### config.mk
export PLATFORM = sky130hd
export DESIGN_NAME = exibe_sequencia
export DESIGN_NICKNAME = d
export VERILOG_FILES = /design/src/rtl/exibe_sequencia.sv
export SDC_FILE = /design/constraint.sdc
export NUM_CORES = 1
export LEC_CHECK = 0
export BUFFER_PORTS_ARGS = -buffer_cell sky130_fd_sc_hd__buf_2
export CAP_MARGIN = 20
export CORE_MARGIN = 1.5
export CORE_UTILIZATION = 60
export CTS_CLUSTER_DIAMETER = 120
export CTS_CLUSTER_SIZE = 12
export DETAILED_ROUTE_END_ITERATION = 6
export MAX_ROUTING_LAYER = met4
export PLACE_DENSITY = 0.87
export SKIP_LAST_GASP = 1
export SLEW_MARGIN = 20
export SYNTH_ARGS = -nofsm -noshare
export SYNTH_HDL_FRONTEND = slang
export SYNTH_SLANG_ARGS = --single-unit
### constraint.sdc
create_clock -name clock -period 5.3 [get_ports clock]
set_input_delay 0.265 -clock clock [delete_from_list [all_inputs] [get_ports clock]]
set_output_delay 0.265 -clock clock [all_outputs]
set_load 0.1 [all_outputs]
### src/rtl/exibe_sequencia.sv
// rtl/exibe_sequencia.sv - memory-game sequence playback: ROM positions 0..limite shown on LEDs
module exibe_sequencia #(
    parameter int T_ON  = 25_000_000,
    parameter int T_OFF = 12_500_000,
    parameter int TW    = 25
) (
    input  logic       clock,
    input  logic       reset,
    input  logic       iniciar,
    input  logic [3:0] limite,
    input  logic [3:0] mem_dado,
    output logic [3:0] mem_endereco,
    output logic [3:0] leds,
    output logic       ocupado,
    output logic       pronto,
    output logic [3:0] db_estado
);

    typedef enum logic [3:0] {
        INICIAL = 4'h0,
        PREPARA = 4'h1,
        ACENDE  = 4'h2,
        APAGA   = 4'h3,
        PROXIMO = 4'h4,
        FINAL   = 4'hF
    } estado_t;

    localparam logic [TW-1:0] ON_LAST  = TW'(T_ON - 1);
    localparam logic [TW-1:0] OFF_LAST = TW'(T_OFF - 1);

    estado_t       state_q, state_d;
    logic [3:0]    addr_q, addr_d;
    logic [3:0]    lim_q, lim_d;
    logic [3:0]    leds_q, leds_d;
    logic [TW-1:0] timer_q, timer_d;
    logic          ocupado_q, ocupado_d;
    logic          pronto_q, pronto_d;

    // Address and limit are updated on the edge entering a state, so the
    // combinational ROM already shows the right value when ACENDE is entered.
    always_comb begin
        state_d = state_q;
        addr_d  = addr_q;
        lim_d   = lim_q;
        timer_d = timer_q;
        case (state_q)
            INICIAL, FINAL: begin
                if (iniciar) begin
                    state_d = PREPARA;
                    addr_d  = 4'd0;
                    timer_d = '0;
                    lim_d   = limite;
                end
            end
            PREPARA: begin
                state_d = ACENDE;
                timer_d = '0;
            end
            ACENDE: begin
                if (timer_q == ON_LAST) begin
                    state_d = APAGA;
                    timer_d = '0;
                end else begin
                    timer_d = timer_q + 1'b1;
                end
            end
            APAGA: begin
                if (timer_q == OFF_LAST) begin
                    timer_d = '0;
                    if (addr_q == lim_q) begin
                        state_d = FINAL;
                    end else begin
                        state_d = PROXIMO;
                        addr_d  = addr_q + 4'd1;
                    end
                end else begin
                    timer_d = timer_q + 1'b1;
                end
            end
            PROXIMO: begin
                state_d = ACENDE;
                timer_d = '0;
            end
            default: begin
                state_d = INICIAL;
                timer_d = '0;
            end
        endcase
    end

    always_comb begin
        leds_d    = 4'd0;
        ocupado_d = 1'b0;
        pronto_d  = 1'b0;
        if (state_d == ACENDE) begin
            leds_d = (state_q == ACENDE) ? leds_q : mem_dado;
        end
        case (state_d)
            PREPARA, ACENDE, APAGA, PROXIMO: ocupado_d = 1'b1;
            FINAL:                           pronto_d  = 1'b1;
            default:                         ocupado_d = 1'b0;
        endcase
    end

    always_ff @(posedge clock or negedge reset) begin
        if (!reset) begin
            state_q   <= INICIAL;
            addr_q    <= 4'd0;
            lim_q     <= 4'd0;
            leds_q    <= 4'd0;
            timer_q   <= '0;
            ocupado_q <= 1'b0;
            pronto_q  <= 1'b0;
        end else begin
            state_q   <= state_d;
            addr_q    <= addr_d;
            lim_q     <= lim_d;
            leds_q    <= leds_d;
            timer_q   <= timer_d;
            ocupado_q <= ocupado_d;
            pronto_q  <= pronto_d;
        end
    end

    assign mem_endereco = addr_q;
    assign leds         = leds_q;
    assign ocupado      = ocupado_q;
    assign pronto       = pronto_q;
    assign db_estado    = state_q;

endmodule

==> impl_metrics.tcl, run 1 <==
set metrics [dict create \
    clkLatencyLatePin_ps 300 \
    stdcell_count 348 \
    wl_mm 5.27 \
    path_class "reg -> reg" \
    yosys-top-cells-area "dfrtp_1 42%, nand2_1 6.0%, xnor2_1 4.1%, nand3_1 3.9%, nor2_1 3.4%" \
    die_h_um 68.2 \
    drc 0 \
    yosysWarnings 0 \
    irDropWorstVdd_v 0.000241 \
    layout-drive-gt1-share 0.158 \
    synthCells 280 \
    post_cts_buffers 0 \
    drt_iter0_markers 200 \
    cp.arrival_ps 3060 \
    synth.distinct_cells 51 \
    syn2layout_area_growth_pct 6.96 \
    grt_pass1_wl_mm 8.91 \
    reg2reg_setup_slack_ps 2450 \
    synth_edf_count 0 \
    synth_nets 293 \
    nets 310 \
    slew_headroom 0.356 \
    critPathLaunchType "register" \
    place_inst 340 \
    yosys.area.top_type_share 0.422 \
    synthFlopType "dfrtp_1" \
    drv_cap 0 \
    antenna_cells 0 \
    regToRegStartpoint "db_estado[0]" \
    finalPower_w 0.00123 \
    final-setup-viol-count 0 \
    slew_violations 0 \
    cts.sinks 43 \
    cts_buffer_depth 2 \
    path_cells "nor3_2, nand2_1, a21oi_1, nor3_1, buf_4, nor3_1" \
    leakage_nw 1.14 \
    synthArstFlopShare 1.00 \
    htree_num_levels 2 \
    via_per_inst 6.23 \
    synth_common_cells "43 x dfrtp_1, 41 x nand2_1, 23 x nor2_1, 20 x nand3_1, 14 x a21oi_1" \
    yosys.area.top_type "dfrtp_1" \
    tightest_slew_ps 966 \
    worstRegToRegCells 6 \
    grt_max_degree 44 \
    postLayoutCoreUtil 0.673 \
    worstSetupEndpointType "register" \
    avgRoutedWirePerCell_um 15.1 \
    synth_area_per_cell_um2 9.12 \
    fmax_mhz 350 \
    rsz0062_at_grt "no" \
    grt_pass1_vias 2059 \
    row_count 23 \
    port_buffers 24 \
    ant_nets 0 \
    synth_most_common_cell "dfrtp_1" \
    cts_tree "yes" \
    r2r-end "timer_q[15]" \
    min_path_type "in -> async" \
    slowest_stage "a21oi_1" \
    clkSlewWorstSetupHoldPaths_ps 80 \
    min_period_ps 2850 \
    power.density_nw_per_um2 452 \
    timing_hold_violations_final 0 \
    crit_path_max_fanout 14 \
    max_stage_delay_ps 790 \
    initial_core_util 0.629 \
    seq_area_frac_synth 0.422 \
    clock-root-buffer "clkbuf_8" \
    grt_overflow 0 \
    nFillCells 317 \
    die_w_um 68.2 \
    ctsHoldBuffers 0 \
    core_area_um2 4060 \
    vias 2168 \
    place.gp.congestion 0.836 \
    fin_crit_sh 0.538 \
    antenna_found_initial 0 \
    dp_hpwl_mm 3.60 \
    cts_made_buffers 5 \
    cp.required_ps 5510 \
    syn_area_um2 2550 \
    boundaryPins 25 \
    yosys_register_bits 43 \
    dr.pass1.iters 5 \
    critPathMostFrequentCell "nor3_1" \
    status "completed" \
    skew_ps 7.54 \
    grt_usage 0.262 \
    timing.setup.tns_ps 0 \
    cts_resized 0 \
    die-area_um2 4650 \
]
logic make-up (layout without fill, tap and decap cells):
kind of cell	after synthesis	in the layout	synth area share
multiplexers	4	4	0.0176
adder cells (fa/ha/maj)	2	2	0.00980
AND/OR/NAND/NOR	145	145	0.325
flip-flops	43	43	0.422
buffers and inverters	20	38	0.0470
AO/OA/AOI/OAI	50	50	0.124
XOR/XNOR	16	16	0.0549
report_power, final:
group / total [W] / internal (W) / leakage (nW) / switching, W
registers: 0.000457 / 0.000385 / 0.576 / 0.0000718
clock network: 0.000204 / 0.0000921 / 0.0412 / 0.000112
logic: 0.000573 / 0.000124 / 0.521 / 0.000449
critical path, delay by kind of cell (launching register included):
family / cells / cell delay (ps)
AND/OR/NAND/NOR: 4 / 1190
AO/OA/AOI/OAI: 1 / 790
buffers and inverters: 1 / 260
flip-flops: 1 / 520
layout make-up:
type	count	area (um2)	area share
multi-input combinational	217	1360	0.497
sequential	43	1080	0.394
timing repair buffer	26	135	0.0495
clock buffer	6	72.6	0.0266
tap	50	62.6	0.0229
inverter	4	15.0	0.00550
clock inverter	2	12.5	0.00458
state kept, by name, summed over array words and instances, names as in the netlist:
register	cells
db_estado	4
leds	4
lim_q	4
mem_endereco	4
ocupado	1
pronto	1
timer_q	25
per-stage QoR:
stage / cell area, um2 / worst slack, ps / hold slack [ps]
CTS: 2730 / 2440 / 137
detailed placement: 2650 / 2480 / 458
floorplan: 2550 / 2900 / -30.6
finish: 2730 / 2450 / 102
global route: 2730 / 2220 / 184
global placement: 2640 / 2400 / 456
worst max-delay path by stage:
stage / start / depth (start not counted) / end
3_3_place_gp: timer_q[0] / 6 / timer_q[12]
6_report: db_estado[0] / 6 / timer_q[15]
4_1_cts: db_estado[0] / 6 / timer_q[15]
2_1_floorplan: db_estado[1] / 7 / timer_q[11]
5_1_grt: db_estado[0] / 6 / timer_q[15]
3_5_place_dp: db_estado[0] / 6 / timer_q[15]
metal layers:
metal,GRT usage,vias to the layer above,wire length (um)
met2,0.443,53,2640
met3,0.0510,12,202
met4,0.0950,0,105
met1,0.312,1044,2320
li1,-,1059,-
met5,-,-,0
layout by cell type, fill, tap and decap left out, drive strengths merged, types with 3 or more instances in the layout:
cell | Yosys | final
xnor2 | 12 | 12
a21oi | 15 | 15
nor4 | 7 | 7
nand4 | 9 | 9
o211ai | 6 | 6
nor4b | 5 | 5
clkbuf | 5 | 6
nor2 | 23 | 23
dfrtp | 43 | 43
nand2 | 42 | 42
buf | 11 | 26
o22ai | 5 | 5
o21ai | 13 | 13
inv | 4 | 4
and4 | 5 | 5
nor3 | 11 | 11
nand4bb | 3 | 3
nand3 | 20 | 20
or4 | 3 | 3
xor2 | 4 | 4
mux2 | 4 | 4
and2 | 3 | 3
Power figures use the tool's default switching activity.
==> run 2: changes to the inputs <==
--- a/config.mk
+++ b/config.mk
@@ -5,6 +5,7 @@
 export SDC_FILE = /design/constraint.sdc
 export NUM_CORES = 1
 export LEC_CHECK = 0
+export ABC_AREA = 1
 export BUFFER_PORTS_ARGS = -buffer_cell sky130_fd_sc_hd__buf_2
 export CAP_MARGIN = 20
 export CORE_MARGIN = 1.5
@@ -13,7 +14,7 @@
 export CTS_CLUSTER_SIZE = 12
 export DETAILED_ROUTE_END_ITERATION = 6
 export MAX_ROUTING_LAYER = met4
-export PLACE_DENSITY = 0.87
+export PLACE_DENSITY = 0.86
 export SKIP_LAST_GASP = 1
 export SLEW_MARGIN = 20
 export SYNTH_ARGS = -nofsm -noshare
==> constraint.sdc (replaced) <==
create_clock -name clock -period 3 [get_ports clock]
set_input_delay 0.15 -clock clock [delete_from_list [all_inputs] [get_ports clock]]
set_output_delay 0.15 -clock clock [all_outputs]
set_load 0.1 [all_outputs]
==> impl_metrics.tcl, run 2 <==
set metrics [dict create \
    grt_overflow 0 \
    skew_ps 8.55 \
    clock-root-buffer "clkbuf_8" \
    timing.setup.tns_ps 0 \
    synthArstFlopShare 1.00 \
    die-area_um2 5130 \
    initial_core_util 0.636 \
    fin_crit_sh 0.678 \
    layout-drive-gt1-share 0.184 \
    synthFlopType "dfrtp_1" \
    dr.pass1.iters 5 \
    clkSlewWorstSetupHoldPaths_ps 80 \
    endpoint "leds[2]" \
    avgRoutedWirePerCell_um 14.3 \
    drt_iter0_markers 248 \
    cts_tree "yes" \
    ctsHoldBuffers 0 \
    holdWs_ps -1.25 \
    final_cell_mix "91 x nand2_1, 45 x nand3_1, 44 x inv_1, 44 x nor2_1, 43 x dfrtp_1" \
    drv_cap 0 \
    irDropWorstVdd_v 0.000674 \
    synth_nets 402 \
    antenna_cells 0 \
    min_period_ps 2040 \
    nFillCells 370 \
    pwr-share-seq 0.321 \
    max_stage_delay_ps 620 \
    grt_max_degree 44 \
    syn_area_um2 2830 \
    postLayoutCoreUtil 0.692 \
    yosys_register_bits 43 \
    antenna_found_initial 0 \
    yosys-top-cells-area "dfrtp_1 38%, nand2_1 12%, nand3_1 8.0%, inv_1 5.8%, nor2_1 5.8%" \
    slowest_stage "nor2_1" \
    core_area_um2 4440 \
    timing_hold_violations_final 3 \
    largest_reg_flops 25 \
    min_path_type "in -> async" \
    slew_headroom 0.358 \
    pwr-share-comb 0.480 \
    leakage_nw 1.51 \
    synth-compound-area-share 0.0350 \
    cp.depth 9 \
    tightest_slew_ps 963 \
    grt_pass1_vias 2548 \
    final-setup-viol-count 0 \
    dp_hpwl_mm 5.02 \
    via_per_inst 5.70 \
    cts_made_buffers 5 \
    regToRegStartpoint "db_estado[2]" \
    reg2reg_setup_slack_ps 960 \
    seq_area_frac_synth 0.381 \
    worstSetupEndpointType "register" \
    fmax_mhz 491 \
    synthSimpleGateAreaFrac 0.419 \
    clockPowerShare 0.199 \
    synthCells 389 \
    port_buffers 24 \
    power.density_nw_per_um2 772 \
    synth_edf_count 0 \
    htree_num_levels 2 \
    r2r-end "leds[2]" \
    synth_xor_area_frac 0.0465 \
    wl_mm 6.63 \
    cts_resized 0 \
    cts.sinks 43 \
    critPathLaunchType "register" \
    synth_top_family_by_area "simple AND/OR/NAND/NOR gates" \
    cp.required_ps 3240 \
    rsz0062_at_grt "no" \
    cp.arrival_ps 2280 \
    synthMuxAreaShare 0.0159 \
    path_buf_inv 3 \
    synth_fa_ha_area_frac 0.00886 \
    status "finished with violations" \
    p_sw_frac 0.491 \
    power.switching_w 0.00116 \
    crit_path_start "db_estado[2]" \
    drc 0 \
    yosysWarnings 0 \
    ant_nets 0 \
    failed_checks "hold timing" \
    row_count 24 \
    clkLatencyLatePin_ps 300 \
    crit_path_max_fanout 13 \
    path_class "reg -> reg" \
    finalPower_w 0.00237 \
    syn2layout_area_growth_pct 8.81 \
    cts_buffer_depth 2 \
    grt_pass1_wl_mm 11.7 \
    yosys.area.top_type_share 0.381 \
    nets 424 \
    top_register "timer_q" \
    grt_usage 0.296 \
    slew_violations 0 \
    place.gp.congestion 0.937 \
    critPathMostFrequentCell "inv_2" \
    post_cts_buffers 0 \
    internal-power_w 0.00121 \
    synth.distinct_cells 30 \
    path_cells "inv_2, nand3_2, nor2_1, inv_1, nand3_1, nor2_4, inv_2, nand2_4, nor2_2" \
    synth_area_per_cell_um2 7.26 \
    die_w_um 71.6 \
    yosys.area.top_type "dfrtp_1" \
    die_h_um 71.6 \
    layout_commonest_cell "nand2_1" \
    boundaryPins 25 \
    synth_common_cells "91 x nand2_1, 45 x nand3_1, 44 x inv_1, 44 x nor2_1, 43 x dfrtp_1" \
    synth_most_common_cell "nand2_1" \
    worstRegToRegCells 9 \
    cpLargestDelayFamily "simple AND/OR/NAND/NOR gates" \
    vias 2643 \
]
==> run 2: cell count changes after synthesis, sizes merged, moves of 9 or more <==
cell / delta
xor2: +11
a21oi: -9
nand2: +57
nand3: +27
xnor2: -12
nor2: +36
inv: +50
==> run 2: layout make-up <==
| cell class | count | area, um2 | share of cell area |
|---|---|---|---|
| Clock buffer | 6 | 82.6 | 0.0269 |
| Clock inverter | 2 | 35.0 | 0.0114 |
| Inverter | 54 | 203 | 0.0659 |
| Multi-Input combinational cell | 282 | 1490 | 0.483 |
| Sequential cell | 43 | 1080 | 0.350 |
| Tap cell | 52 | 65.1 | 0.0212 |
| Timing Repair Buffer | 25 | 128 | 0.0415 |
==> run 2: logic make-up (layout without fill, tap and decap cells) <==
logic type,after synthesis,count (layout)
fa+ha+maj,2,2
xor+xnor,15,15
simple gates,244,244
buf+inv,64,87
flops,43,43
compound gates,17,17
mux,4,4
==> run 2: power by group through the flow <==
stage	Sequential, W	Combinational [W]	Clock, W
CTS	0.000760	0.00114	0.000475
detailed placement	0.000770	0.00114	0
finish	0.000761	0.00114	0.000472
global route	0.000773	0.00123	0.000501
floorplan	0.00106	0.000659	0
global placement	0.000764	0.00110	0
==> run 2: worst min-delay path by stage <==
stage          slack [ps]           end  cells past startpoint
5_1_grt                80   timer_q[21]                      1
4_1_cts                30   timer_q[22]                      1
2_1_floorplan        -150  db_estado[0]                      0
6_report               -1   timer_q[21]                      1
3_3_place_gp          340   timer_q[21]                      1
3_5_place_dp          350   timer_q[21]                      1
==> run 2: per-stage QoR <==
step | worst slack, ps | std cells | hold slack (ps) | cell area [um2]
after floorplan | 960 | 389 | -146 | 2830
after global placement | 1100 | 456 | 344 | 2960
after detailed placement | 999 | 456 | 347 | 2960
after CTS | 984 | 464 | 31.0 | 3070
after global routing | 794 | 464 | 77.6 | 3070
final | 965 | 464 | -1.25 | 3070
==> run 2: metal layers <==
| layer | share of wire | global-route usage | up-vias |
|---|---|---|---|
| li1 | - | - | 1296 |
| met1 | 0.44 | 0.380 | 1239 |
| met2 | 0.48 | 0.486 | 94 |
| met3 | 0.064 | 0.0549 | 14 |
| met4 | 0.017 | 0.0734 | 0 |
| met5 | 0 | - | - |
==> run 2: worst register-to-register path, cell delays in order (launching register included) <==
cell	delay [ps]
dfrtp_1	420
inv_2	90
nand3_2	120
nor2_1	620
inv_1	250
nand3_1	190
nor2_4	60
inv_2	70
nand2_4	70
nor2_2	90
==> run 3: changes to the inputs <==
--- a/config.mk
+++ b/config.mk
@@ -9,12 +9,12 @@
 export BUFFER_PORTS_ARGS = -buffer_cell sky130_fd_sc_hd__buf_2
 export CAP_MARGIN = 20
 export CORE_MARGIN = 1.5
-export CORE_UTILIZATION = 60
+export CORE_UTILIZATION = 54
 export CTS_CLUSTER_DIAMETER = 120
 export CTS_CLUSTER_SIZE = 12
 export DETAILED_ROUTE_END_ITERATION = 6
 export MAX_ROUTING_LAYER = met4
-export PLACE_DENSITY = 0.86
+export PLACE_DENSITY = 0.82
 export SKIP_LAST_GASP = 1
 export SLEW_MARGIN = 20
 export SYNTH_ARGS = -nofsm -noshare
==> constraint.sdc (replaced) <==
create_clock -name clock -period 1.6 [get_ports clock]
set_input_delay 0.08 -clock clock [delete_from_list [all_inputs] [get_ports clock]]
set_output_delay 0.08 -clock clock [all_outputs]
set_load 0.1 [all_outputs]
==> impl_metrics.tcl, run 3 (same netlist as run 2, synthesis figures left out) <==
set metrics [dict create \
    status "finished with violations" \
    failed_checks "setup timing" \
    dr.pass1.iters 5 \
    leakage_nw 1.85 \
    worstHoldEndpoint "lim_q[3]" \
    regToRegStartpoint "timer_q[0]" \
    drc 0 \
    internal-power_w 0.00248 \
    critPathMostFrequentCell "nand2_4" \
    grt_pass1_wl_mm 12.1 \
    tightest_slew_ps 500 \
    core_area_um2 5070 \
    worstRegToRegCells 12 \
    path_class "reg -> reg" \
    skew_ps 5.86 \
    ant_nets 0 \
    cts_buffer_depth 2 \
    r2r-end "ocupado" \
    min_from "limite[3]" \
    timing.setup.tns_ps -807 \
    wl_mm 8.52 \
    cts_made_buffers 5 \
    wl_met3_um 643 \
    power.switching_w 0.00252 \
    max_stage_delay_ps 380 \
    clkLatencyLatePin_ps 300 \
    place.gp.congestion 1.02 \
    top_register "timer_q" \
    drv_cap 0 \
    worstSetupEndpointType "register" \
    die_w_um 75.3 \
    postLayoutCoreUtil 0.745 \
    grt_max_degree 22 \
    boundaryPins 25 \
    die-area_um2 5670 \
    slowest_stage "dfrtp_1" \
    place_inst 514 \
    timing_hold_violations_final 0 \
    row_count 26 \
    rsz0062_at_grt "yes" \
    initial_core_util 0.557 \
    slew_violations 0 \
    final-setup-viol-count 22 \
    fmax_mhz 598 \
    finalPower_w 0.00500 \
    worst_slack_ps -70.9 \
    pwr-share-seq 0.292 \
    layout-drive-gt1-share 0.399 \
    crit_path_max_fanout 4 \
    reg2reg_setup_slack_ps -70 \
    antenna_found_initial 0 \
    syn2layout_area_growth_pct 33.8 \
    drt-met1-wl_mm 3.39 \
    grt_overflow 0 \
    grt_usage 0.293 \
    dp_slack_ps -66.5 \
    power.density_nw_per_um2 1320 \
    htree_num_levels 2 \
    clock-root-buffer "clkbuf_8" \
    path_cells "ha_2, nand2_2, inv_2, nand2_4, nor2_4, nand3_4, nand2_4, nand2_4, nor2_4, nand3_2, nand2_1, inv_1" \
    clockPowerShare 0.139 \
    wl_met2_mm 4.17 \
    avgRoutedWirePerCell_um 15.7 \
    nets 483 \
    layout_commonest_cell "nand2_1" \
    grt_pass1_vias 2538 \
    cp.required_ps 1810 \
    pwr-share-comb 0.569 \
    vias 2988 \
    crit_path_start "timer_q[0]" \
    cp.arrival_ps 1880 \
    critPathLaunchType "register" \
    die_h_um 75.3 \
    drt_iter0_markers 329 \
    cts.sinks 43 \
    fin_crit_sh 1.04 \
    holdPathStages 2 \
    stdcell_count 541 \
    largest_reg_flops 25 \
    top_layer "met4" \
    min_path_type "in -> reg" \
    port_buffers 24 \
    slew_headroom 0.669 \
    via_per_inst 5.52 \
    dp_hpwl_mm 5.85 \
    final_cell_mix "82 x nand2_1, 55 x buf_4, 42 x inv_1" \
    irDropWorstVdd_v 0.00158 \
    clkSlewWorstSetupHoldPaths_ps 80 \
    min_period_ps 1670 \
    antenna_cells 0 \
    p_sw_frac 0.504 \
    cts_tree "yes" \
]
run 3: changes by cell type in the layout (fill, tap and decap cells not counted), sizes merged:
cell | previous run | this run
clkinvlp | 0 | 1
dlygate4sd3 | 0 | 1
buf | 25 | 83
bufinv | 1 | 0
run 3: final cells by class:
class	instances	area, um2
clock buffers	6	72.6
clock inverters	2	12.5
fillers	371	1290
inverters	54	213
multi-input cells	282	1700
flip-flops and latches	43	1100
well taps	70	87.6
repair buffers	84	597
run 3: what timing repair did:
action	in CTS	in global routing
setup buffers	0	18
hold buffers	1	0
pin swaps	3	21
endpoints found under the hold margin	43	0
setup endpoints to repair	13	36
gates resized for setup	9	48
run 3: power groups by stage:
stage	combinational, W	clock, W	sequential [W]
floorplan	0.00129	0	0.00203
global placement	0.00243	0	0.00145
detailed placement	0.00251	0	0.00146
CTS	0.00255	0.000698	0.00144
global route	0.00303	0.000747	0.00147
finish	0.00285	0.000697	0.00146
run 3: how the worst max path moves through the flow:
stage / to / slack, ps / cells past startpoint
final: ocupado / -70 / 12
after global routing: ocupado / -140 / 12
after CTS: timer_q[4] / -20 / 8
after detailed placement: timer_q[20] / -70 / 10
after global placement: timer_q[16] / -30 / 8
after floorplan: timer_q[6] / 0.7 / 11
run 3: per-layer routing:
metal,GRT usage,vias up
met1,0.400,1400
li1,-,1408
met2,0.455,146
met4,0.0813,0
met3,0.0450,34
met5,-,-
run 3: per-stage QoR:
step | hold slack (ps) | instance area [um2]
after floorplan | -216 | 2890
after CTS | 10.8 | 3490
after detailed placement | -73.5 | 3350
final | 12.5 | 3780
after global placement | -75.3 | 3350
after global routing | 9.62 | 3780
run 3: worst max-delay path, delay by kind of cell, from the launching register on:
family	cells	cell delay (ps)
adders and majority gates	1	200
buffers and inverters	2	130
DFF	1	380
and+or+nand+nor	9	860
